===== src/rtl/irq_ctrl.sv =====
// irq_ctrl: memory-mapped interrupt controller for a single-hart CPU.
// Sources: one level-sensitive timer line and four rising-edge external lines.
// Registers: ENABLE (0xFFFF0010), PENDING (0xFFFF0014), CAUSE (0xFFFF0018).
// A three-state FSM (IDLE -> REQ -> ACTIVE) presents one request at a time
// with fixed priority timer > ext0 > ext1 > ext2 > ext3 and no nesting.
// Build option: define IRQ_SYNC_EN to put a 2-flop synchronizer on each
// ext_irq bit ahead of the edge detector (two extra cycles of latency).
// The FSM state is held in state_q for checkers to bind to.
//
// Handshake: irq_req is high exactly while the FSM is in REQ; irq_ack sampled
// high in REQ moves to ACTIVE on that edge; irq_done sampled high in ACTIVE
// returns to IDLE on that edge. irq_ack and irq_done outside those states
// have no effect.

module irq_ctrl (
  input  logic        clk,
  input  logic        rst,
  input  logic [31:0] address,
  input  logic [31:0] write_data,
  input  logic        write_enable,
  output logic [31:0] read_data,
  input  logic        timer_irq,
  input  logic [3:0]  ext_irq,
  input  logic        irq_ack,
  input  logic        irq_done,
  output logic        irq_req,
  output logic [4:0]  irq_cause
);

  localparam logic [31:0] ADDR_ENABLE  = 32'hFFFF_0010;
  localparam logic [31:0] ADDR_PENDING = 32'hFFFF_0014;
  localparam logic [31:0] ADDR_CAUSE   = 32'hFFFF_0018;

  localparam logic [1:0] ST_IDLE   = 2'd0;
  localparam logic [1:0] ST_REQ    = 2'd1;
  localparam logic [1:0] ST_ACTIVE = 2'd2;

  localparam logic [4:0] CAUSE_TIMER = 5'd7;
  localparam logic [4:0] CAUSE_EXT0  = 5'd16;
  localparam logic [4:0] CAUSE_EXT1  = 5'd17;
  localparam logic [4:0] CAUSE_EXT2  = 5'd18;
  localparam logic [4:0] CAUSE_EXT3  = 5'd19;

  // Registers
  logic [1:0] state_q, state_d;
  logic [4:0] cause_q, cause_d;
  logic [4:0] src_q,   src_d;      // one-hot copy of the latched source
  logic [4:1] pend_q,  pend_d;
  logic [4:0] en_src_q;
  logic       en_glb_q;
  logic [3:0] ext_prev_q;
  logic [1:0] arm_cnt_q;

  // Combinational helpers
  logic [3:0] ext_s;
  logic [3:0] ext_rise;
  logic       armed;
  logic [4:0] pend_all;
  logic [4:0] elig;
  logic [4:0] sel_oh;
  logic [4:0] sel_cause;
  logic [4:1] ack_clr;
  logic [4:1] w1c_mask;
  logic       wr_enable_reg;
  logic       wr_pending_reg;
  logic       unused_wd;

`ifdef IRQ_SYNC_EN
  // The history register only reflects the real line level once the
  // synchronizer has been refilled, so edges stay masked for three cycles.
  localparam logic [1:0] ARM_CYCLES = 2'd3;
  logic [3:0] sync1_q, sync2_q;

  // Two-flop synchronizer on each external line
  always_ff @(posedge clk or posedge rst) begin
    if (rst) begin
      sync1_q <= 4'b0;
      sync2_q <= 4'b0;
    end else begin
      sync1_q <= ext_irq;
      sync2_q <= sync1_q;
    end
  end

  assign ext_s = sync2_q;
`else
  // One cycle is enough for the history to pick up the line level.
  localparam logic [1:0] ARM_CYCLES = 2'd1;
  assign ext_s = ext_irq;
`endif

  // Lines already high when reset releases must not look like an edge:
  // the history loads for ARM_CYCLES cycles before edges are honoured.
  assign armed    = (arm_cnt_q == ARM_CYCLES);
  assign ext_rise = ext_s & ~ext_prev_q & {4{armed}};

  // Edge-detect history and post-reset arming counter
  always_ff @(posedge clk or posedge rst) begin
    if (rst) begin
      ext_prev_q <= 4'b0;
      arm_cnt_q  <= 2'd0;
    end else begin
      ext_prev_q <= ext_s;
      if (!armed) arm_cnt_q <= arm_cnt_q + 2'd1;
    end
  end

  assign wr_enable_reg  = write_enable && (address == ADDR_ENABLE);
  assign wr_pending_reg = write_enable && (address == ADDR_PENDING);
  assign w1c_mask       = wr_pending_reg ? write_data[4:1] : 4'b0;
  assign unused_wd      = ^write_data[30:5];

  // PENDING[0] is the live timer level, never stored.
  assign pend_all = {pend_q, timer_irq};
  assign elig     = pend_all & en_src_q & {5{en_glb_q}};

  // Fixed-priority select of the highest eligible source
  always_comb begin
    sel_oh    = 5'b0;
    sel_cause = 5'd0;
    if (elig[0]) begin
      sel_oh = 5'b00001; sel_cause = CAUSE_TIMER;
    end else if (elig[1]) begin
      sel_oh = 5'b00010; sel_cause = CAUSE_EXT0;
    end else if (elig[2]) begin
      sel_oh = 5'b00100; sel_cause = CAUSE_EXT1;
    end else if (elig[3]) begin
      sel_oh = 5'b01000; sel_cause = CAUSE_EXT2;
    end else if (elig[4]) begin
      sel_oh = 5'b10000; sel_cause = CAUSE_EXT3;
    end
  end

  // Request FSM next state, cause latch and ack-clear of the served source
  always_comb begin
    state_d = state_q;
    cause_d = cause_q;
    src_d   = src_q;
    ack_clr = 4'b0;
    case (state_q)
      ST_IDLE: begin
        if (|elig) begin
          state_d = ST_REQ;
          cause_d = sel_cause;
          src_d   = sel_oh;
        end
      end
      ST_REQ: begin
        if (irq_ack) begin
          state_d = ST_ACTIVE;
          ack_clr = src_q[4:1];          // timer is a level, nothing to clear
        end else if (!(|(elig & src_q))) begin
          state_d = ST_IDLE;             // source went away: withdraw
        end
      end
      ST_ACTIVE: begin
        if (irq_done) state_d = ST_IDLE;
      end
      default: state_d = ST_IDLE;
    endcase
  end

  // A new edge wins over a software or ack clear in the same cycle.
  assign pend_d = (pend_q & ~w1c_mask & ~ack_clr) | ext_rise;

  // FSM, cause latch and pending flags
  always_ff @(posedge clk or posedge rst) begin
    if (rst) begin
      state_q <= ST_IDLE;
      cause_q <= 5'd0;
      src_q   <= 5'b0;
      pend_q  <= 4'b0;
    end else begin
      state_q <= state_d;
      cause_q <= cause_d;
      src_q   <= src_d;
      pend_q  <= pend_d;
    end
  end

  // ENABLE register: per-source enables plus global enable in bit 31
  always_ff @(posedge clk or posedge rst) begin
    if (rst) begin
      en_src_q <= 5'b0;
      en_glb_q <= 1'b0;
    end else if (wr_enable_reg) begin
      en_src_q <= write_data[4:0];
      en_glb_q <= write_data[31];
    end
  end

  // CPU load path, purely combinational
  always_comb begin
    read_data = 32'h0;
    case (address)
      ADDR_ENABLE:  read_data = {en_glb_q, 26'b0, en_src_q};
      ADDR_PENDING: read_data = {27'b0, pend_all};
      ADDR_CAUSE:   read_data = {27'b0, cause_q};
      default:      read_data = 32'h0;
    endcase
  end

  assign irq_req   = (state_q == ST_REQ);
  assign irq_cause = cause_q;

endmodule

===== config.mk =====
export PLATFORM = sky130hd
export DESIGN_NAME = irq_ctrl
export DESIGN_NICKNAME = d
export VERILOG_FILES = /design/src/rtl/irq_ctrl.sv
export SDC_FILE = /design/constraint.sdc
export NUM_CORES = 1
export LEC_CHECK = 0
export ABC_AREA = 1
export CAP_MARGIN = 20
export CORE_ASPECT_RATIO = 0.75
export CORE_MARGIN = 5
export CORE_UTILIZATION = 25
export CTS_CLUSTER_DIAMETER = 120
export CTS_CLUSTER_SIZE = 25
export DETAILED_ROUTE_END_ITERATION = 6
export DONT_BUFFER_PORTS = 1
export HOLD_SLACK_MARGIN = 0.06
export PLACE_DENSITY = 0.49
export REMOVE_ABC_BUFFERS = 1
export SLEW_MARGIN = 20
export SYNTH_ARGS = -nofsm -noshare
export SYNTH_HDL_FRONTEND = slang
export SYNTH_SLANG_ARGS = --single-unit

===== constraint.sdc =====
create_clock -name clk -period 1.7 [get_ports clk]
set_input_delay 0.51 -clock clk [delete_from_list [all_inputs] [get_ports clk]]
set_output_delay 0.51 -clock clk [all_outputs]
set_load 0.02 [all_outputs]

==> reports/results.ini, run 1 <==
[status]
outcome=finished with violations
failed_checks=setup timing

[min_path]
worstHoldPathType=in2async

[critical_path]
cp-start-kind=input pin
r2r_slack_ps=260
crit_type=in2out
cp.arrival_ps=1360
worstPathRequired_ps=1190
crit_fanout=6
worst_setup_path_end_kind=output port

[synthesis]
synth.area.top_cells=dfrtp_1 37%, nand2_1 13%, buf_4 12%
synth_area_leader_cell=dfrtp_1
yosys-top-cells-count=63 x nand2_1, 28 x buf_4, 26 x dfrtp_1, 26 x inv_1, 18 x nand4_1
ys_ff_latch=26
ys_seq_area_frac=0.367
yosysUniqueCellTypes=28
synth_edf_count=0
synth-main-ff-cell=dfrtp_1
yosys_warnings=0
ys_async_sr_fraction=1.00
synth_cells=240
synth.most_common_cell=nand2_1
yosysTopAreaCellShare=0.367
post_synth_instance_area_sq_um=1770
synth.avg_cell_area_sq_um=7.38

[pwr]
total_power_uw=1280
power_density_nw_per_um2=575
p_leak_uw=0.00108
ir_drop_mv=0.290

[grt]
antenna_found_initial=0
grt_pass1_wl_um=6690
grt_pass1_vias=1421
grt_remaining_overflow=0
grtUsageTotal=0.0936
grt_max_degree=27

[routing]
via_per_inst=4.24
drt_iter0_drc=87
drtAntennaViolNets=0
routed_wl_um=4510
wire_per_inst_um=12.8
drc=0
vias=1502
first_pass_iters=4

[timing]
fin_ws_ps=-170
slew_violations=0
rsz0062_at_grt=yes
period_share=1.10
hold_ws_ps=166
clock_skew_ps=3.49
hold_viol=0
clock.fmax_mhz=535
setup_viol=6
period_needed_ps=1870

[flow_run]
max_cap_violations=0

[floorplan]
die_area_sq_um=8890
die_h_um=82.9
core_sq_um=6860
die_w_um=107
rows=26
ios=112
start_util=0.258

[cts]
holdBufCountCts=0
cts_tree=done
htree_levels=1
cts_sinks=26
cts_root_buf=clkbuf_8
cts_buffer_depth=2
cts_buffers=3
clkTransAtPathRegs_ps=90
insertion_delay_ps=280

[place]
placed_area_sq_um=1850
place.detailed.hpwl_um=3450
gp_congestion=0.781
dp_cells=344
dp_slack_ps=-294
portBuffers=0

[final_layout]
final_cell_count_no_fill=354
area_growth_pct=25.2
final_nets=332
postLayoutCellArea_sq_um=2220
fillers=733
num_antenna_cells=0
drive_gt1_frac=0.313

-- worst max-delay path, stage by stage --
cell and delay [ps]:
nand2_8 30, nor2_4 90, nand2_2 70, nor2_4 210
buf_6 150, nand4_1 110, nand3_2 170
-- metrics by stage --
stage                     TNS, ps   util
after floorplan             -1560      -
after global placement      -1550  0.270
after detailed placement    -1560  0.270
after CTS                    -947  0.296
after global routing        -1230  0.323
final                        -864  0.323
-- path summary, 6_finish.rpt --
check	cells past startpoint	to	from
setup reg to reg	8	irq_cause[0]$_DFFE_PP0P_	en_glb_q$_DFFE_PP0P_
min in group clk	0	ext_prev_q[0]$_DFF_PP0_	ext_irq[0]
max in group asynchronous	2	en_src_q[4]$_DFFE_PP0P_	rst
hold reg to reg	2	pend_q[2]$_DFF_PP0_	ext_prev_q[1]$_DFF_PP0_
hold / removal	2	pend_q[4]$_DFF_PP0_	rst
setup / recovery	7	read_data[4]	address[22]
-- cells in the final DEF, fill, tap and decap left out --
master	n
a21boi_0	4
a21oi_1	1
buf_4	13
buf_6	6
bufinv_16	1
clkbuf_8	3
conb_1	27
dfrtp_1	26
ha_1	1
inv_1	15
inv_2	9
inv_4	3
inv_6	1
inv_8	2
nand2_1	49
nand2_2	6
nand2_4	9
nand2_8	2
nand3_1	10
nand3_2	8
nand3_4	1
nand3b_1	4
nand4_1	18
nor2_1	8
nor2_2	1
nor2_4	11
nor3_1	2
o21ai_0	5
o21ai_1	3
o21ai_2	4
o22ai_1	1
or2_1	1
xnor2_1	1
-- cell type report --
type	instances	area, sq um	area share
Clock buffer	3	41.3	0.0186
Inverter	30	140	0.0632
Multi-Input combinational cell	177	1070	0.482
Sequential cell	26	651	0.293
Tap cell	98	123	0.0553
Timing Repair Buffer	19	165	0.0744
Clock inverter	1	30.0	0.0135
-- state kept, by name, indices dropped and copies added (netlist names) --
| name | cells |
|---|---|
| en_src_q | 5 |
| src_q | 5 |
| ext_prev_q | 4 |
| pend_q | 4 |
| irq_cause | 3 |
| arm_cnt_q | 2 |
| state_q | 2 |
| en_glb_q | 1 |
-- cell families (layout without fill, tap and decap cells) --
| group | after synthesis | after routing | synth area share |
|---|---|---|---|
| other | 1 | 27 | 0.00212 |
| buffers and inverters | 63 | 53 | 0.198 |
| adder cells (fa/ha/maj) | 1 | 1 | 0.00706 |
| AO/OA/AOI/OAI | 18 | 18 | 0.0636 |
| XOR/XNOR | 1 | 1 | 0.00494 |
| AND/OR/NAND/NOR | 130 | 130 | 0.357 |
| flip-flops | 26 | 26 | 0.367 |
-- layer usage --
metal / GRT usage / vias to the layer above / wire [um]
li1: - / 754 / -
met1: 0.118 / 689 / 1900
met2: 0.149 / 55 / 2120
met3: 0.0442 / 4 / 444
met4: 0.0139 / 0 / 48
met5: 0 / - / 0
-- what timing repair did --
item                                    4_1_cts  5_1_grt
pin swaps                                    17       24
endpoints found under the setup margin        6        7
buffers inserted                              3        2
endpoints found under the hold margin         0        0
resized for setup                            31       48
gates cloned                                  0        1
-- where the power goes --
| group | total (uW) | switching [uW] | internal [uW] |
|---|---|---|---|
| logic | 128 | 94.4 | 33.8 |
| clock network | 524 | 208 | 315 |
| registers | 623 | 0.764 | 623 |
Power figures use the tool's default switching activity.
==> run 2: changes to the inputs <==
--- a/config.mk
+++ b/config.mk
@@ -15,7 +15,7 @@
 export DETAILED_ROUTE_END_ITERATION = 6
 export DONT_BUFFER_PORTS = 1
 export HOLD_SLACK_MARGIN = 0.06
-export PLACE_DENSITY = 0.49
+export PLACE_DENSITY = 0.41
 export REMOVE_ABC_BUFFERS = 1
 export SLEW_MARGIN = 20
 export SYNTH_ARGS = -nofsm -noshare
==> run 2 against run 1 <==
Effect of this change:
- the flow still finishes with violations (setup timing)
- sequential cell count stayed put
- cell count is 1.7% higher
- clock skew is 0.84 ps lower
- via count is 0.93% higher
- clock power is 0.8% higher
- die area stayed put
- power is 0.60% higher
- sequential share of layout area is 0.50 points lower
- combinational power is 3% higher
- register-to-register slack worse by 20 ps
- count of clock-buffer cells in the layout stayed put
- critical endpoint is now read_data[3]
- largest cell class unchanged
- highest routed layer unchanged
==> reports/results.ini, run 2 (synthesis results as in run 1) <==
[status]
outcome=finished with violations
failed_checks=setup timing

[routing]
drt_iter0_drc=50  ; -43%
first_pass_iters=4  ; unchanged
drc=0  ; unchanged
routed-wl-met3_um=422  ; -5.0%
met2_length_um=2070  ; -2.3%
wire_per_inst_um=13.0  ; +1.8%
wl_met1_um=2160  ; +14%
vias=1516  ; +0.93%
drtAntennaViolNets=0  ; unchanged
routed_wl_um=4670  ; +3.5%
routed.top_layer=met4
via_per_inst=4.21  ; -0.75%

[critical_path]
worstSetupStartpoint=address[16]
crit_fanout=5  ; -1
timing.rr.start=en_glb_q$_DFFE_PP0P_
crit_type=in2out
path_cells=nand2_8 -> nor2_4 -> nand2_2 -> nor2_4 -> buf_6 -> nand3_2 -> o21ai_2 -> buf_6
reg2reg_depth=8  ; unchanged
cp-start-kind=input pin
r2r_slack_ps=240  ; -20 ps
slowest_delay_ps=210  ; about the same
worst_setup_path_end_kind=output port
cpMaxStageDelayCell=nor2_4
r2r_end=irq_cause[0]$_DFFE_PP0P_
cp.arrival_ps=1350  ; about the same
worstPathRequired_ps=1190  ; about the same

[pwr]
ir_drop_mv=0.282  ; -2.4%
power_density_nw_per_um2=568  ; -1.1%
switchingPower_uw=308  ; +1.6%
swShare=0.240  ; +0.00242
p_leak_uw=0.00109  ; +1.0%
pwr-share-comb=0.103  ; +0.002
clockPowerShare=0.411  ; about the same
internal_power_uw=975  ; +0.28%
p_seq_frac=0.486  ; -0.003

[place]
gp_congestion=0.760  ; -2.6%
dp_slack_ps=-304  ; -10.0 ps
portBuffers=0  ; unchanged
place.detailed.hpwl_um=3500  ; +1.6%

[final_layout]
area_growth_pct=27.4
final_common_cell=nand2_1
drive_gt1_frac=0.344  ; +0.0310
final_nets=338  ; +1.8%
mostFrequentLayoutCells=47 x nand2_1, 27 x conb_1, 26 x dfrtp_1, 18 x nand4_1, 17 x buf_4
reg.largest.list=en_src_q: 5 flops, src_q: 5 flops
num_antenna_cells=0  ; unchanged

[timing]
setup_viol=6  ; unchanged
period_needed_ps=1860  ; -4.86 ps
hold_viol=0  ; unchanged
slew_violations=0  ; unchanged
clock_skew_ps=2.66  ; -0.838 ps
fin_ws_ps=-165  ; +4.85 ps
hold_ws_ps=171  ; +5.01 ps
period_share=1.10  ; -0.00286
clock.fmax_mhz=536  ; +0.26%
rsz0062_at_grt=yes

[cts]
cts_sinks=26  ; unchanged
insertion_delay_ps=270  ; about the same
cts_buffer_depth=2  ; unchanged
cts_buffers=3  ; unchanged
cts_root_buf=clkbuf_8
cts_tree=done
htree_levels=1  ; unchanged
clkTransAtPathRegs_ps=100  ; about the same

[floorplan]
start_util=0.258  ; unchanged
core_sq_um=6860  ; unchanged
die_h_um=82.9  ; unchanged
die_w_um=107  ; unchanged
die_area_sq_um=8890  ; unchanged
rows=26  ; unchanged
ios=112  ; unchanged

[grt]
antenna_found_initial=0  ; unchanged
grt_remaining_overflow=0  ; unchanged
grtUsageTotal=0.104  ; +0.0107
grt_max_degree=27  ; unchanged
grt_pass1_wl_um=7420  ; +11%
grt_pass1_vias=1483  ; +4.4%

[flow_run]
max_cap_violations=0  ; unchanged

[min_path]
worstHoldPathType=in2async

## run 2: power by group through the flow
stage / Sequential (uW) / Clock [uW] / Combinational (uW)
6_report: 623 / 528 / 132
3_5_place_dp: 636 / 0 / 97.2
5_1_grt: 624 / 568 / 146
2_1_floorplan: 635 / 0 / 85.8
3_3_place_gp: 636 / 0 / 96.5
4_1_cts: 623 / 543 / 124
## run 2: layer usage
metal	GRT usage	vias up
li1	-	765
met1	0.144	693
met2	0.159	56
met3	0.0395	2
met4	0.0139	0
met5	0	-
## run 2: layout make-up
| class | instances | area, sq um |
|---|---|---|
| fillers | 736 | 4610 |
| flip-flops and latches | 26 | 651 |
| multi-input cells | 177 | 1070 |
| clock buffers | 3 | 41.3 |
| well taps | 98 | 123 |
| inverters | 30 | 125 |
| repair buffers | 25 | 218 |
| clock inverters | 1 | 30.0 |
## run 2: worst max path at each step
stage / cells past startpoint / slack [ps] / endpoint
3_5_place_dp: 8 / -300 / read_data[3]
3_3_place_gp: 8 / -320 / read_data[3]
4_1_cts: 8 / -170 / read_data[3]
6_report: 8 / -160 / read_data[3]
2_1_floorplan: 6 / -370 / read_data[3]
5_1_grt: 7 / -250 / read_data[3]
## run 2: metrics by stage
stage	util	instance area [sq um]	TNS, ps	std cells	total power (uW)
CTS	0.319	2190	-1010	360	1290
finish	0.329	2260	-907	360	1280
global placement	0.272	1870	-1670	346	732
floorplan	-	1630	-1560	233	721
global route	0.329	2260	-1570	360	1340
detailed placement	0.272	1870	-1560	346	733
## run 2: critical path: cells and delay by family
kind / cells / cell delay [ps]
AOI/OAI and AO/OA: 1 / 90
buffers and inverters: 2 / 270
and+or+nand+nor: 5 / 480
## run 2: repair_timing
| action | in CTS | in global routing |
|---|---|---|
| setup buffers | 10 | 0 |
| gates cloned | 0 | 1 |
| endpoints found under the setup margin | 6 | 13 |
| pin swaps | 21 | 17 |
| hold buffers | 0 | 0 |
| gates resized for setup | 56 | 19 |
==> run 3: changes to the inputs <==
--- a/config.mk
+++ b/config.mk
@@ -7,6 +7,8 @@
 export LEC_CHECK = 0
 export ABC_AREA = 1
 export CAP_MARGIN = 20
+export CELL_PAD_IN_SITES_DETAIL_PLACEMENT = 1
+export CELL_PAD_IN_SITES_GLOBAL_PLACEMENT = 1
 export CORE_ASPECT_RATIO = 0.75
 export CORE_MARGIN = 5
 export CORE_UTILIZATION = 25
@@ -15,7 +17,8 @@
 export DETAILED_ROUTE_END_ITERATION = 6
 export DONT_BUFFER_PORTS = 1
 export HOLD_SLACK_MARGIN = 0.06
-export PLACE_DENSITY = 0.41
+export MAX_ROUTING_LAYER = met4
+export PLACE_DENSITY = 0.54
 export REMOVE_ABC_BUFFERS = 1
 export SLEW_MARGIN = 20
 export SYNTH_ARGS = -nofsm -noshare
==> run 3 against run 2 <==
Effect of this change:
- the flow still finishes with violations (setup timing)
- fmax shrank 3.0%
- count of clock-buffer cells in the layout is the same
- via count shrank 0.59%
- power shrank 1.4%
- register-to-register slack lost 20 ps
- setup slack lost 57 ps
- final area shrank 4.1%
- global-route usage grew 0.40 points
- cell count shrank 2.2%
- die area is the same
- sequential share of layout area grew 1.2 points
- worst hold slack gained 4.5 ps
- largest power group unchanged
==> reports/results.ini, run 3 (synthesis results as in run 1) <==
[timing]
period_needed_ps=1920  ; +57.3 ps
rsz0062_at_grt=yes
setup_viol=6  ; unchanged
clock.fmax_mhz=520  ; -3.0%
clock_skew_ps=7.07  ; +4.42 ps
fin_ws_ps=-222  ; -57.3 ps
tns_ps=-1200  ; -290 ps
period_share=1.13  ; +0.0337
slew_violations=0  ; unchanged
hold_viol=0  ; unchanged

[pwr]
ir_drop_mv=0.344  ; +22%
pwr-share-comb=0.098  ; -0.005
p_seq_frac=0.493  ; +0.007
switchingPower_uw=297  ; -3.5%
internal_power_uw=968  ; -0.72%
power_density_nw_per_um2=584  ; +2.8%
p_leak_uw=0.00108  ; -0.79%
clockPowerShare=0.409  ; -0.002
swShare=0.235  ; -0.00519

[critical_path]
worst_setup_path_end_kind=output port
crit_type=in2out
timing.rr.start=en_glb_q$_DFFE_PP0P_
worstPathRequired_ps=1190  ; about the same
reg2reg_depth=8  ; unchanged
slowest_delay_ps=230  ; +20 ps
crit_cells=7  ; -1
cp-start-kind=input pin
path_cells=nand2_4 -> nor2_1 -> nand2_1 -> nor2_4 -> clkbuf_16 -> nand4_1 -> nand3_2
r2r_slack_ps=220  ; -20 ps
crit_fanout=6  ; +1
crit_family=simple AND/OR/NAND/NOR gates
r2r_end=irq_cause[0]$_DFFE_PP0P_
cp.arrival_ps=1410  ; +60 ps
cpMaxStageDelayCell=nor2_4
path_buf_inv=1  ; -1

[routing]
first_pass_iters=4  ; unchanged
drt_iter0_drc=37  ; -26%
drtAntennaViolNets=0  ; unchanged
wire_per_inst_um=13.6  ; +4.5%
vias=1507  ; -0.59%
drc=0  ; unchanged
routed_wl_um=4780  ; +2.2%
via_per_inst=4.28  ; +1.7%

[cts]
cts_sinks=26  ; unchanged
insertion_delay_ps=270  ; about the same
cts_root_buf=clkbuf_8
htree_levels=1  ; unchanged
clkTransAtPathRegs_ps=100  ; about the same
cts_tree=done
cts_buffer_depth=2  ; unchanged
holdBufCountCts=0  ; unchanged
cts_buffers=3  ; unchanged

[floorplan]
ios=112  ; unchanged
start_util=0.258  ; unchanged
die_h_um=82.9  ; unchanged
die_area_sq_um=8890  ; unchanged
die_w_um=107  ; unchanged
rows=26  ; unchanged
core_sq_um=6860  ; unchanged

[final_layout]
area_growth_pct=22.2
drive_gt1_frac=0.315  ; -0.0286
final_common_cell=nand2_1
num_antenna_cells=0  ; unchanged
reg.largest.list=en_src_q: 5 flops, src_q: 5 flops
final_cell_count_no_fill=352  ; -2.2%
fin_util=0.315  ; -0.0135
mostFrequentLayoutCells=48 x nand2_1, 27 x conb_1, 26 x dfrtp_1, 18 x nand4_1, 15 x inv_1
final_nets=330  ; -2.4%

[min_path]
worstHoldPathType=in2async

[grt]
grt_remaining_overflow=0  ; unchanged
grt_pass1_wl_um=7600  ; +2.5%
grt_max_degree=27  ; unchanged
grt_pass1_vias=1526  ; +2.9%
grtUsageTotal=0.108  ; +0.00400
antenna_found_initial=0  ; unchanged

[place]
gp_congestion=0.765  ; +0.66%
portBuffers=0  ; unchanged
place.detailed.hpwl_um=3810  ; +9.0%
dp_cells=344  ; -0.58%

[status]
outcome=finished with violations
failed_checks=setup timing

[flow_run]
max_cap_violations=0  ; unchanged

-- run 3: changes by cell type in the layout (fill, tap and decap cells not counted), sizes merged --
cell / change
buf: -9
clkbuf: +1
-- run 3: cell type report --
class                      instances  area (sq um)
multi-input combinational        177          1010
tap                               98           123
fill                             838          4700
timing repair buffer              17           174
inverter                          30           140
clock inverter                     1          30.0
clock buffer                       3          41.3
sequential                        26           651
-- run 3: per-stage QoR --
stage | setup slack, ps | hold WS (ps) | total power (uW) | area [sq um]
final | -222 | 176 | 1260 | 2160
after global routing | -280 | 191 | 1330 | 2160
after global placement | -292 | 462 | 734 | 1880
after CTS | -175 | 187 | 1280 | 2100
after detailed placement | -314 | 482 | 735 | 1880
after floorplan | -368 | 450 | 721 | 1630
-- run 3: power by group through the flow --
stage                     registers (uW)  logic [uW]  clock network [uW]
after floorplan                      635        85.8                   0
after global placement               636        98.3                   0
after detailed placement             636        99.7                   0
after CTS                            624         118                 541
after global routing                 624         137                 572
final                                623         124                 517
-- run 3: worst max path at each step --
stage | start | end
floorplan | address[17] | read_data[3]
global placement | address[5] | read_data[3]
detailed placement | address[5] | read_data[3]
CTS | address[3] | read_data[3]
global route | address[23] | read_data[0]
finish | address[23] | read_data[0]
-- run 3: metal layers --
| layer | part of all wire | global-route usage | up-vias |
|---|---|---|---|
| met5 | 0 | - | - |
| met4 | 0.0023 | 0.0105 | 0 |
| met3 | 0.072 | 0.0357 | 2 |
| met2 | 0.46 | 0.163 | 46 |
| met1 | 0.47 | 0.147 | 713 |
| li1 | - | - | 746 |
-- run 3: repair_timing --
item,4_1_cts,5_1_grt
pin swaps,16,15
setup buffers,3,0
resized for setup,48,14
cloned,0,1
setup endpoints to repair,6,7
endpoints found under the hold margin,0,0
